==> src/rtl/rom_loader_mt_if.sv <==
// rtl/rom_loader_mt_if.sv - host boot-word handshake and target memory write bus
interface rom_loader_mt_if #(
  parameter int WORD_BYTES = 4,
  parameter int ADDR_W     = 19,
  parameter int SIZE_W     = 16,
  parameter int NUM_TGT    = 2,
  parameter int TGT_W      = 1
);
  logic [8*WORD_BYTES-1:0] host_data;
  logic                    host_req;
  logic                    host_ack;
  logic [SIZE_W-1:0]       host_size;
  logic [TGT_W-1:0]        tgt_sel;
  logic [ADDR_W-1:0]       mem_addr;
  logic [7:0]              mem_data;
  logic [NUM_TGT-1:0]      mem_we;

  modport master (
    output host_data, host_req, host_size, tgt_sel,
    input  host_ack, mem_addr, mem_data, mem_we
  );

  modport slave (
    input  host_data, host_req, host_size, tgt_sel,
    output host_ack, mem_addr, mem_data, mem_we
  );
endinterface

==> src/rtl/rom_loader_mt.sv <==
// rtl/rom_loader_mt.sv - unpacks host boot words MSB-first into byte writes, then maps console play address
module rom_loader_mt #(
  parameter int WORD_BYTES = 4,
  parameter int ADDR_W     = 19,
  parameter int SIZE_W     = 16,
  parameter int NUM_TGT    = 2,
  parameter int TGT_W      = 1
) (
  input  logic             clk,
  input  logic             reset_n,
  input  logic             host_reset,
  rom_loader_mt_if.slave   bus,
  input  logic [11:0]      cart_addr,
  input  logic [1:0]       cart_bs,
  output logic             done,
  output logic [7:0]       csum,
  output logic             vp_rst_n
);
  localparam int IDX_W = (WORD_BYTES > 1) ? $clog2(WORD_BYTES) : 1;
  localparam logic [IDX_W-1:0] LAST_IDX = IDX_W'(WORD_BYTES - 1);

  typedef enum logic [1:0] {IDLE, WR, GAP, HOLD} state_t;

  state_t                  state_q, state_d;
  logic [8*WORD_BYTES-1:0] word_q, word_d;
  logic [IDX_W-1:0]        idx_q, idx_d;
  logic [ADDR_W-1:0]       load_addr_q, load_addr_d;
  logic [SIZE_W-1:0]       count_q, count_d;
  logic [7:0]              csum_q, csum_d;
  logic                    done_q, done_d;
  logic [1:0]              mode_q, mode_d;
  logic                    mode_set_q, mode_set_d;
  logic                    ack_q, ack_d;
  logic [7:0]              mem_data_q, mem_data_d;

  logic [TGT_W-1:0]        tgt_idx;
  logic [NUM_TGT-1:0]      tgt_onehot;
  logic [31:0]             size_ext;
  logic [1:0]              size_mode;
  logic [13:0]             play_addr;

  function automatic logic [7:0] byte_at(input logic [8*WORD_BYTES-1:0] w,
                                         input logic [IDX_W-1:0] i);
    logic [7:0] b;
    b = '0;
    for (int k = 0; k < WORD_BYTES; k++) begin
      if (i == IDX_W'(k)) b = w[8*(WORD_BYTES-1-k) +: 8];
    end
    return b;
  endfunction

  assign tgt_idx    = bus.tgt_sel;
  assign tgt_onehot = NUM_TGT'(1) << tgt_idx;
  assign size_ext   = 32'(bus.host_size);

  always_comb begin
    size_mode = 2'd3;
    if      (size_ext < 32'h1000) size_mode = 2'd0;
    else if (size_ext < 32'h2000) size_mode = 2'd1;
    else if (size_ext < 32'h4000) size_mode = 2'd2;
  end

  always_comb begin
    play_addr = '0;
    case (mode_q)
      2'd0:    play_addr = {3'b000, cart_addr[11], cart_addr[9:0]};
      2'd1:    play_addr = {2'b00, cart_bs[0], cart_addr[11], cart_addr[9:0]};
      2'd2:    play_addr = {1'b0, cart_bs[1], cart_bs[0], cart_addr[11], cart_addr[9:0]};
      default: play_addr = {cart_bs[1], cart_bs[0], cart_addr[11:0]};
    endcase
  end

  always_comb begin
    state_d     = state_q;
    word_d      = word_q;
    idx_d       = idx_q;
    load_addr_d = load_addr_q;
    count_d     = count_q;
    csum_d      = csum_q;
    done_d      = done_q;
    mode_d      = mode_q;
    mode_set_d  = mode_set_q;
    ack_d       = 1'b0;
    mem_data_d  = mem_data_q;

    if (host_reset) begin
      state_d     = IDLE;
      word_d      = '0;
      idx_d       = '0;
      load_addr_d = '0;
      count_d     = '0;
      csum_d      = '0;
      done_d      = 1'b0;
      mode_d      = '0;
      mode_set_d  = 1'b0;
      mem_data_d  = '0;
    end else begin
      case (state_q)
        IDLE: begin
          if (bus.host_req) begin
            word_d     = bus.host_data;
            ack_d      = 1'b1;
            idx_d      = '0;
            mem_data_d = bus.host_data[8*WORD_BYTES-1 -: 8];
            state_d    = WR;
            // Mode comes only from the first word of a cartridge (target 0) session.
            if (!mode_set_q) begin
              mode_set_d = 1'b1;
              if (tgt_idx == '0) mode_d = size_mode;
            end
          end else if (count_q >= bus.host_size) begin
            done_d = 1'b1;
          end
        end
        WR: state_d = GAP;
        GAP: begin
          if (!done_q) begin
            load_addr_d = load_addr_q + 1'b1;
            count_d     = count_q + 1'b1;
            csum_d      = csum_q + mem_data_q;
            if (count_d >= bus.host_size) done_d = 1'b1;
          end
          if (idx_q == LAST_IDX) begin
            state_d = HOLD;
          end else begin
            idx_d      = idx_q + 1'b1;
            mem_data_d = byte_at(word_q, idx_d);
            state_d    = WR;
          end
        end
        default: begin
          // A level-held request must fall before the next word can be taken.
          if (!bus.host_req) state_d = IDLE;
        end
      endcase
    end
  end

  always_ff @(posedge clk or negedge reset_n) begin
    if (!reset_n) begin
      state_q     <= IDLE;
      word_q      <= '0;
      idx_q       <= '0;
      load_addr_q <= '0;
      count_q     <= '0;
      csum_q      <= '0;
      done_q      <= 1'b0;
      mode_q      <= '0;
      mode_set_q  <= 1'b0;
      ack_q       <= 1'b0;
      mem_data_q  <= '0;
    end else begin
      state_q     <= state_d;
      word_q      <= word_d;
      idx_q       <= idx_d;
      load_addr_q <= load_addr_d;
      count_q     <= count_d;
      csum_q      <= csum_d;
      done_q      <= done_d;
      mode_q      <= mode_d;
      mode_set_q  <= mode_set_d;
      ack_q       <= ack_d;
      mem_data_q  <= mem_data_d;
    end
  end

  // host_reset kills an in-flight strobe in the same cycle it is raised.
  assign bus.mem_we   = (state_q == WR && !done_q && !host_reset) ? tgt_onehot : '0;
  assign bus.mem_data = mem_data_q;
  assign bus.mem_addr = done_q ? ADDR_W'(play_addr) : load_addr_q;
  assign bus.host_ack = ack_q;
  assign done         = done_q;
  assign csum         = csum_q;
  assign vp_rst_n     = done_q;
endmodule
==> src/flat_wrapper.sv <==
// flat-port wrapper written by rule: the top's interface ports become plain ports
module rom_loader_mt_flat 
#(
  parameter int WORD_BYTES = 4,
  parameter int ADDR_W     = 19,
  parameter int SIZE_W     = 16,
  parameter int NUM_TGT    = 2,
  parameter int TGT_W      = 1
)
  (clk, reset_n, host_reset, cart_addr, cart_bs, done, csum, vp_rst_n, bus_host_data, bus_host_req, bus_host_size, bus_tgt_sel, bus_host_ack, bus_mem_addr, bus_mem_data, bus_mem_we);
  rom_loader_mt_if #(.WORD_BYTES(WORD_BYTES), .ADDR_W(ADDR_W), .SIZE_W(SIZE_W), .NUM_TGT(NUM_TGT), .TGT_W(TGT_W)) bus_i ();
  input  logic clk;
  input  logic reset_n;
  input  logic host_reset;
  input  logic [11:0] cart_addr;
  input  logic [1:0] cart_bs;
  output logic done;
  output logic [7:0] csum;
  output logic vp_rst_n;
  input wire logic [$bits(bus_i.host_data)-1:0] bus_host_data;
  input wire logic [$bits(bus_i.host_req)-1:0] bus_host_req;
  input wire logic [$bits(bus_i.host_size)-1:0] bus_host_size;
  input wire logic [$bits(bus_i.tgt_sel)-1:0] bus_tgt_sel;
  output wire logic [$bits(bus_i.host_ack)-1:0] bus_host_ack;
  output wire logic [$bits(bus_i.mem_addr)-1:0] bus_mem_addr;
  output wire logic [$bits(bus_i.mem_data)-1:0] bus_mem_data;
  output wire logic [$bits(bus_i.mem_we)-1:0] bus_mem_we;
  assign bus_i.host_data = bus_host_data;
  assign bus_i.host_req = bus_host_req;
  assign bus_i.host_size = bus_host_size;
  assign bus_i.tgt_sel = bus_tgt_sel;
  assign bus_host_ack = bus_i.host_ack;
  assign bus_mem_addr = bus_i.mem_addr;
  assign bus_mem_data = bus_i.mem_data;
  assign bus_mem_we = bus_i.mem_we;
  rom_loader_mt #(.WORD_BYTES(WORD_BYTES), .ADDR_W(ADDR_W), .SIZE_W(SIZE_W), .NUM_TGT(NUM_TGT), .TGT_W(TGT_W)) u_core (.clk(clk), .reset_n(reset_n), .host_reset(host_reset), .bus(bus_i), .cart_addr(cart_addr), .cart_bs(cart_bs), .done(done), .csum(csum), .vp_rst_n(vp_rst_n));
endmodule
==> config.mk <==
export PLATFORM = sky130hd
export DESIGN_NAME = rom_loader_mt_flat
export DESIGN_NICKNAME = d
export VERILOG_FILES = /design/src/rtl/rom_loader_mt_if.sv /design/src/rtl/rom_loader_mt.sv /design/src/flat_wrapper.sv
export SDC_FILE = /design/constraint.sdc
export NUM_CORES = 1
export LEC_CHECK = 0
export CAP_MARGIN = 20
export CORE_UTILIZATION = 50
export DETAILED_ROUTE_END_ITERATION = 10
export GPL_TIMING_DRIVEN = 0
export PLACE_DENSITY = 0.82
export SLEW_MARGIN = 10
export SYNTH_ARGS = -nofsm -noshare
export SYNTH_HDL_FRONTEND = slang
export SYNTH_SLANG_ARGS = --single-unit
==> constraint.sdc <==
create_clock -name clk -period 6.5 [get_ports clk]
set_input_delay 0.65 -clock clk [delete_from_list [all_inputs] [get_ports clk]]
set_output_delay 0.65 -clock clk [all_outputs]
set_load 0.005 [all_outputs]
==> impl_metrics.ini, run 1 <==
[floorplan]
die_w_um = 108.5
io_pins = 107
num_rows = 38
dieArea_um2 = 11770
die_y_um = 108.5
core_area_um2 = 10940
initial_core_util_pct = 51.84

[power_and_ir_drop]
cellLeakagePower_uw = 0.003233
pwr_density_cell_nw_per_um2 = 190.9
peakVddDrop_mv = 0.1321

[synthesis]
netlist_area_um2 = 5669
syn_inst = 593
synth.top_cell.area_share_pct = 40.61
async_flop_share_pct = 100.0
synth_top_area_cell = dfrtp_1
syn_avg_cell_area_um2 = 9.560
synth.most_common_cell = dfrtp_1
yosys.cell_types.count = 54
synth_flop_cell = dfrtp_1
synth-edff-count = 0
ys_seq_area_share_pct = 40.61
ys_ff_latch = 92
netlist_top_cells_area = dfrtp_1 41%, ha_1 9.9%, a22o_1 4.9%
synth_nets = 706
synth.top_cells.by_count = 92 x dfrtp_1, 65 x nand2_1, 47 x nor2_1, 45 x ha_1
yosys_warnings = 0

[job]
drv_cap = 0

[grt]
grt_usage_pct = 25.92
grt_overflow = 0
grt_max_degree = 68
grt_pass1_wl_um = 23450
grt_pass1_vias = 4956
antenna_found_initial = 0

[timing]
finalSetupViolations = 0
hold_viol = 0
skew_ns = 0.006379
max_freq_ghz = 0.3067
fin_crit_ns = 3.260
relSlewSlack_pct = 44.99
worstMarginPinSlew_ns = 0.8207
setup_ws_ns = 3.240
drv_slew = 0
rsz0062_at_grt = no
post-route-period-util_pct = 50.16
timing.setup.tns_ns = 0

[finish]
finish.instance_area_um2 = 7219
area_growth_pct = 27.34
fin_nets = 824
diodes = 0
drive_gt1_share_pct = 6.844

[clock_tree]
holdBufCountCts = 0
clkTransAtPathRegs_ns = 0.07
cts.sinks = 92
cts_resized = 0
cts_buffers = 9
h-tree-depth = 3
insertion_delay_ns = 0.35
cts-root-buf = clkbuf_16
cts_setup_buffers = 0
tritoncts = done
clockBufferDepth = 2

[worst_setup_path]
arrival_ns = 3.50
r2r_end = u_core.done
cp-end-kind = register
timing_worst_setup_path_type = register to register
required_ns = 6.73
worst_setup_path_start_kind = register
r2r_setup_slack_ns = 3.24
reg2reg_depth = 12
rr_startpoint = u_core.count_q[0]
cp_max_fo = 6

[detailed_routing]
wl_met2_um = 7173
drc = 0
routed_via_density = 5.785
wl_met1_um = 6208
detailroute.via_count = 4952
ant_nets = 0
route.met3.wl_um = 851
maxUsedRoutingLayer = met4
firstDrtPassIters = 4
drt-total-wl_um = 14550
wl_per_cell_um = 17.00
drt_iter0_drc = 254

[place]
place.gp.congestion = 0.8962
io_buffers = 106
hpwl_um = 11040
pre_cts_ws_ns = 3.309
placed_area_um2 = 6930

[status]
status = completed

[min_path]
min_path_type = input port to async pin
registers in the layout, indices dropped and copies added, names as in the netlist:
register / cells
u_core.state_q: 2
u_core.bus.host_ack: 1
u_core.bus.mem_data: 8
u_core.mode_set_q: 1
u_core.word_q: 32
u_core.mode_q: 2
u_core.csum: 8
u_core.load_addr_q: 19
u_core.done: 1
u_core.idx_q: 2
u_core.count_q: 16
report_power, final:
group	total, uW	internal (uW)	switching [uW]
Combinational	246	130	115
Clock	511	280	231
Sequential	621	598	23.7
Total	1380	1010	370
routing by layer:
metal  vias to the layer above  track usage (%)
met5                         -                0
met4                         0            10.81
met3                        27            4.581
met2                       155            43.72
met1                      2417            32.71
li1                       2353                -
cell type report:
class | count | area [um^2]
Fill cell | 888 | 3716
Sequential cell | 92 | 2302
Buffer | 32 | 151.4
Clock buffer | 11 | 252.7
Timing Repair Buffer | 107 | 1086
Multi-Input combinational cell | 442 | 3114
Tap cell | 140 | 175.2
Clock inverter | 5 | 36.28
Inverter | 27 | 101.3
how the worst max path moves through the flow:
stage                      start                end  slack (ns)  cells after the start
6_report       u_core.count_q[0]        u_core.done        3.24                     12
5_1_grt        u_core.count_q[0]        u_core.done        3.07                     12
4_1_cts        u_core.count_q[0]        u_core.done        3.28                     12
3_5_place_dp   u_core.count_q[0]        u_core.done        3.31                     12
3_3_place_gp             reset_n  u_core.word_q[20]        1.54                      1
2_1_floorplan  u_core.count_q[0]        u_core.done        3.78                     11
metrics by stage:
step	total power (uW)	std cells	hold WS [ns]	utilization (%)
after global placement	865.4	839	0.4721	63.15
after floorplan	742.9	593	0.3544	-
after CTS	1381	856	0.2232	66.02
final	1378	856	0.2092	66.02
after detailed placement	877.1	840	0.4844	63.38
after global routing	1421	856	0.2356	66.02
critical path: stages (launching register included):
cell and delay, ns:
dfrtp_1 0.47, ha_1 0.30, nand3_4 0.14, nor4_4 0.38, nand3_2 0.18, nor2_1 0.16, xor2_1 0.16, ha_1 0.26
nand4_1 0.13, a21oi_1 0.08, a2111oi_0 0.50, nand2_1 0.13, a32o_1 0.25
kinds of logic after synthesis:
kind of cell,synth area share [%]
simple gates,17.97
compound gates,16.53
flops,40.61
buf+inv,4.458
xor+xnor,7.261
fa+ha+maj,10.28
mux,2.891
placed cells by master, fill, tap and decap left out, types with 3 or more instances in the layout:
master / synthesis / final
clkdlybuf4s50_1: 0 / 105
dfrtp_1: 92 / 92
nand2_1: 65 / 65
nor2_1: 47 / 47
ha_1: 45 / 45
a21oi_1: 32 / 32
a22o_1: 32 / 32
inv_1: 27 / 27
clkbuf_1: 25 / 25
xor2_1: 24 / 24
xnor2_1: 23 / 23
o21ai_0: 23 / 23
nand3_1: 15 / 15
nor3_1: 14 / 14
nor2b_1: 12 / 12
mux2_2: 11 / 11
nand4_1: 10 / 10
a211oi_1: 10 / 10
clkbuf_16: 0 / 9
o31ai_1: 8 / 8
a21o_1: 8 / 8
a221oi_1: 7 / 7
or3_1: 6 / 6
buf_4: 4 / 5
mux2i_1: 4 / 4
and3_1: 3 / 3
nor4b_1: 3 / 3
nand2b_1: 3 / 3
or4_1: 3 / 3
clkinvlp_4: 0 / 3
Power figures use the tool's default switching activity.
==> inputs of run 2 (changes only) <==
==> constraint.sdc (replaced) <==
create_clock -name clk -period 3.2 [get_ports clk]
set_input_delay 0.32 -clock clk [delete_from_list [all_inputs] [get_ports clk]]
set_output_delay 0.32 -clock clk [all_outputs]
set_load 0.005 [all_outputs]
==> run 2 against run 1 <==
- clock-buffer cell count stayed put
- power is 100% higher
- largest cell class unchanged
- register-to-register slack worse by 3.1 ns
- sequential share of layout area is 0.093 points lower
- critical path depth stayed put
==> impl_metrics.ini, run 2 (synthesis results as in run 1) <==
[place]
place.gp.congestion = 0.8962
pre_cts_ws_ns = 0.009292
io_buffers = 106
place_inst = 840
placed_area_um2 = 6930
hpwl_um = 11040

[power_and_ir_drop]
peakVddDrop_mv = 0.2707
power.internal_uw = 2049
total_power_uw = 2797
seq_power_share_pct = 45.1
cellLeakagePower_uw = 0.003249
switching_share_pct = 26.72
pwr-share-comb_pct = 17.9
pwr-share-clk_pct = 37.0
switchingPower_uw = 747.3
pwr_density_cell_nw_per_um2 = 386.0

[finish]
top_regs = u_core.word_q x32, u_core.load_addr_q x19, u_core.count_q x16
largest-register = u_core.word_q
final_common_cell = clkdlybuf4s50_1
finish.instance_area_um2 = 7244
diodes = 0
drive_gt1_share_pct = 7.263
largest_reg_flops = 32
fin_nets = 824
area_growth_pct = 27.79
utilization_pct = 66.25
layout_common_cells = 105 x clkdlybuf4s50_1, 91 x dfrtp_1, 65 x nand2_1
layout.cells.non_filler = 856

[detailed_routing]
routed_via_density = 5.811
drt-total-wl_um = 14560
drt_iter0_drc = 268
ant_nets = 0
wl_per_cell_um = 17.01
drc = 0
detailroute.via_count = 4974
firstDrtPassIters = 4

[clock_tree]
tritoncts = done
clkTransAtPathRegs_ns = 0.07
cts_buffers = 9
clockBufferDepth = 2
cts.sinks = 92
insertion_delay_ns = 0.34
cts-root-buf = clkbuf_16
h-tree-depth = 3

[min_path]
min_path_type = input port to async pin

[timing]
setup_ws_ns = 0.1720
max_freq_ghz = 0.3303
relSlewSlack_pct = 45.61
drv_slew = 0
rsz0062_at_grt = no
skew_ns = 0.005310
fin_crit_ns = 3.028
hold_viol = 0
worstMarginPinSlew_ns = 0.8115
finalSetupViolations = 0
post-route-period-util_pct = 94.62

[grt]
grt_pass1_vias = 4976
grt_pass1_wl_um = 23510
grt_max_degree = 68
antenna_found_initial = 0
grt_overflow = 0
grt_usage_pct = 25.97

[worst_setup_path]
cp-startpoint = u_core.count_q[1]
timing_worst_setup_path_type = register to register
crit_family = simple AND/OR/NAND/NOR gates
cpPeakStageDelay_ns = 0.42
worst_setup_path_start_kind = register
rr_startpoint = u_core.count_q[1]
crit_end = u_core.done
cp_slowest_cell = dfrtp_1
critical_path_depth = 12
crit_path_cell_trace = ha_2, nand3_4, nor4_4, nand3_2, nor2_1, xor2_1, ha_1, nand4_1, a21oi_1, a2111oi_2, nand2_1, a32o_1
critPathBufInv = 0
r2r_setup_slack_ns = 0.17
reg2reg_depth = 12
r2r_end = u_core.done
cp_max_fo = 5
cp-end-kind = register
required_ns = 3.43
arrival_ns = 3.26

[floorplan]
num_rows = 38
initial_core_util_pct = 51.84
io_pins = 107
die_w_um = 108.5
die_y_um = 108.5
dieArea_um2 = 11770
core_area_um2 = 10940

[status]
status = completed

[job]
drv_cap = 0
-- run 2: power by group through the flow --
stage               Combinational [uW]  Sequential, uW  Clock, uW
floorplan                          242            1270          0
global placement                   478            1280          0
detailed placement                 500            1280          0
CTS                                504            1260       1040
global route                       547            1270       1070
finish                             501            1260       1030
-- run 2: worst min path at each step --
stage                                 start                   to  slack (ns)  cells past startpoint
after global placement    u_core.mode_set_q    u_core.mode_set_q        0.47                      1
after global routing                reset_n    u_core.count_q[7]        0.47                      2
after detailed placement            reset_n    u_core.count_q[7]        0.26                      1
after CTS                           reset_n    u_core.count_q[7]        0.44                      2
final                               reset_n    u_core.count_q[7]        0.43                      2
after floorplan                     reset_n  u_core.bus.host_ack        0.02                      0
-- run 2: worst register-to-register path, delay by kind of cell (launching register included) --
kind | cells | cell delay, ns
AO/OA/AOI/OAI | 3 | 0.69
XOR/XNOR | 1 | 0.16
adder cells (fa/ha/maj) | 2 | 0.53
flip-flops | 1 | 0.42
AND/OR/NAND/NOR | 6 | 1.12
-- run 2: what timing repair did --
action | CTS | global route
resized for setup | 1 | 4
hold endpoints to repair | 25 | 0
setup endpoints to repair | 1 | 1
gates cloned | 0 | 0
hold buffers | 1 | 0
setup buffers | 0 | 0
-- run 2: stage by stage --
step	hold WS, ns	TNS (ns)
2_1_floorplan	0.02441	0
3_3_place_gp	0.4721	-131.22
3_5_place_dp	0.2554	0
4_1_cts	0.4357	0
5_1_grt	0.4677	0
6_report	0.4281	0
-- run 2: layout make-up --
cell class,instances,area [um^2]
flip-flops and latches,92,2303
clock buffers,11,252.7
inverters,27,101.3
well taps,140,175.2
fillers,879,3691
clock inverters,5,36.28
repair buffers,108,1096
multi-input cells,442,3132
plain buffers,31,147.6
-- run 2: metal layers --
metal	global-route usage, %	up-vias	share of wire [%]
met2	43.90	166	49
met5	0	-	0
met1	32.71	2423	42
met4	10.81	0	2.5
met3	4.581	30	5.9
li1	-	2355	-
==> inputs of run 3 (changes only) <==
--- a/config.mk
+++ b/config.mk
@@ -7,6 +7,7 @@
 export LEC_CHECK = 0
 export CAP_MARGIN = 20
 export CORE_UTILIZATION = 50
+export CTS_BUF_LIST = sky130_fd_sc_hd__clkbuf_8
 export DETAILED_ROUTE_END_ITERATION = 10
 export GPL_TIMING_DRIVEN = 0
 export PLACE_DENSITY = 0.82
==> run 3 against run 2 <==
- die area stayed put
- core utilization is 0.93 points lower
- clock skew rose by 0.0032 ns
- largest power group unchanged
- clock-buffer cell count unchanged
- non-clock buffer count stayed put
==> impl_metrics.ini, run 3 (synthesis results as in run 1) <==
[grt]
grt_max_degree = 68
grt_pass1_wl_um = 23320
grt_pass1_vias = 4968
grt_overflow = 0
antenna_found_initial = 0
grt_usage_pct = 25.74

[detailed_routing]
routed_via_density = 5.770
drt-total-wl_um = 14470
detailroute.via_count = 4939
drt_iter0_drc = 269
ant_nets = 0
drc = 0
firstDrtPassIters = 5
wl_per_cell_um = 16.91

[timing]
rsz0062_at_grt = no
worstMarginPinSlew_ns = 0.8201
hold_viol = 0
post-route-period-util_pct = 94.82
relSlewSlack_pct = 45.03
fin_crit_ns = 3.034
finalSetupViolations = 0
timing.setup.tns_ns = 0
max_freq_ghz = 0.3296
skew_ns = 0.008530
drv_slew = 0

[floorplan]
core_area_um2 = 10940
die_y_um = 108.5
initial_core_util_pct = 51.84
die_w_um = 108.5
num_rows = 38
io_pins = 107
dieArea_um2 = 11770

[clock_tree]
cts_buffers = 9
clkTransAtPathRegs_ns = 0.09
h-tree-depth = 3
cts_setup_buffers = 0
cts.sinks = 92
tritoncts = done
clockBufferDepth = 2
cts-root-buf = clkbuf_8
insertion_delay_ns = 0.37

[place]
placed_area_um2 = 6930
hpwl_um = 11040
place.gp.congestion = 0.8962
io_buffers = 106

[finish]
largest-register = u_core.word_q
fin_nets = 824
fillers = 896
diodes = 0
top_regs = u_core.word_q x32, u_core.load_addr_q x19, u_core.count_q x16
area_growth_pct = 26.00
drive_gt1_share_pct = 7.263
largest_reg_flops = 32
final_common_cell = clkdlybuf4s50_1
finish.instance_area_um2 = 7143
layout_common_cells = 105 x clkdlybuf4s50_1, 91 x dfrtp_1, 65 x nand2_1

[power_and_ir_drop]
pwr_density_cell_nw_per_um2 = 352.1
peakVddDrop_mv = 0.2321
cellLeakagePower_uw = 0.003203

[worst_setup_path]
rr_startpoint = u_core.count_q[2]
r2r_end = u_core.done
required_ns = 3.46
timing_worst_setup_path_type = register to register
reg2reg_depth = 11
arrival_ns = 3.30
cp-end-kind = register
cp_max_fo = 6
worst_setup_path_start_kind = register
r2r_setup_slack_ns = 0.17

[status]
status = completed

[job]
drv_cap = 0

[min_path]
min_path_type = input port to async pin
## run 3: cell count changes in the layout (fill, tap and decap cells not counted)
cell,delta
clkbuf_8,+9
clkbuf_16,-9
## run 3: worst max-delay path by stage
stage | startpoint | endpoint | slack [ns] | cells after the start
after global routing | u_core.count_q[1] | u_core.done | 0.02 | 12
after CTS | u_core.count_q[0] | u_core.done | 0.04 | 12
after floorplan | u_core.count_q[0] | u_core.done | 0.48 | 11
final | u_core.count_q[2] | u_core.done | 0.17 | 11
after global placement | reset_n | u_core.word_q[20] | -1.44 | 1
after detailed placement | u_core.count_q[0] | u_core.done | 0.009 | 12
## run 3: power breakdown
part / internal, uW / total, uW / switching [uW]
Sequential: 1210 / 1260 / 47.8
Clock: 325 / 754 / 430
Combinational: 266 / 500 / 234
## run 3: cell type report
class | instances | area, um^2 | share of cell area [%]
sequential | 92 | 2303 | 32.25
tap | 140 | 175.2 | 2.452
clock inverter | 5 | 36.28 | 0.5080
multi-input combinational | 442 | 3132 | 43.84
clock buffer | 11 | 151.4 | 2.119
buffer | 31 | 147.6 | 2.067
inverter | 27 | 101.3 | 1.419
timing repair buffer | 108 | 1096 | 15.34
## run 3: what timing repair did
item	CTS	global route
hold buffers	1	0
gates resized for setup	1	4
gates cloned	0	0
endpoints found under the hold margin	25	0
endpoints found under the setup margin	1	1
## run 3: through the flow
step | hold slack (ns) | instances | power, uW | worst slack, ns | utilization (%)
2_1_floorplan | 0.02441 | 593 | 1509 | 0.4789 | -
3_3_place_gp | 0.4721 | 839 | 1758 | -1.435 | 63.15
3_5_place_dp | 0.2554 | 840 | 1782 | 0.009292 | 63.38
4_1_cts | 0.4024 | 857 | 2525 | 0.04163 | 65.19
5_1_grt | 0.4306 | 856 | 2612 | 0.02021 | 65.32
6_report | 0.3934 | 856 | 2515 | 0.1657 | 65.32
## run 3: critical path: stages (launching register included)
cell       delay, ns
dfrtp_1         0.51
nand3_1         0.20
nor4_4          0.38
and3_1          0.29
nand3_1         0.11
xnor2_1         0.14
ha_1            0.32
nand4_1         0.16
a21oi_1         0.08
a2111oi_2       0.38
nand2_1         0.11
a32o_1          0.24
## run 3: metal layers
metal  vias to the layer above  wire [um]  GRT usage (%)
li1                       2355          -              -
met1                      2376       6051          32.26
met2                       176       7077          43.54
met3                        32        986          5.304
met4                         0        357          9.846
met5                         -          0              0
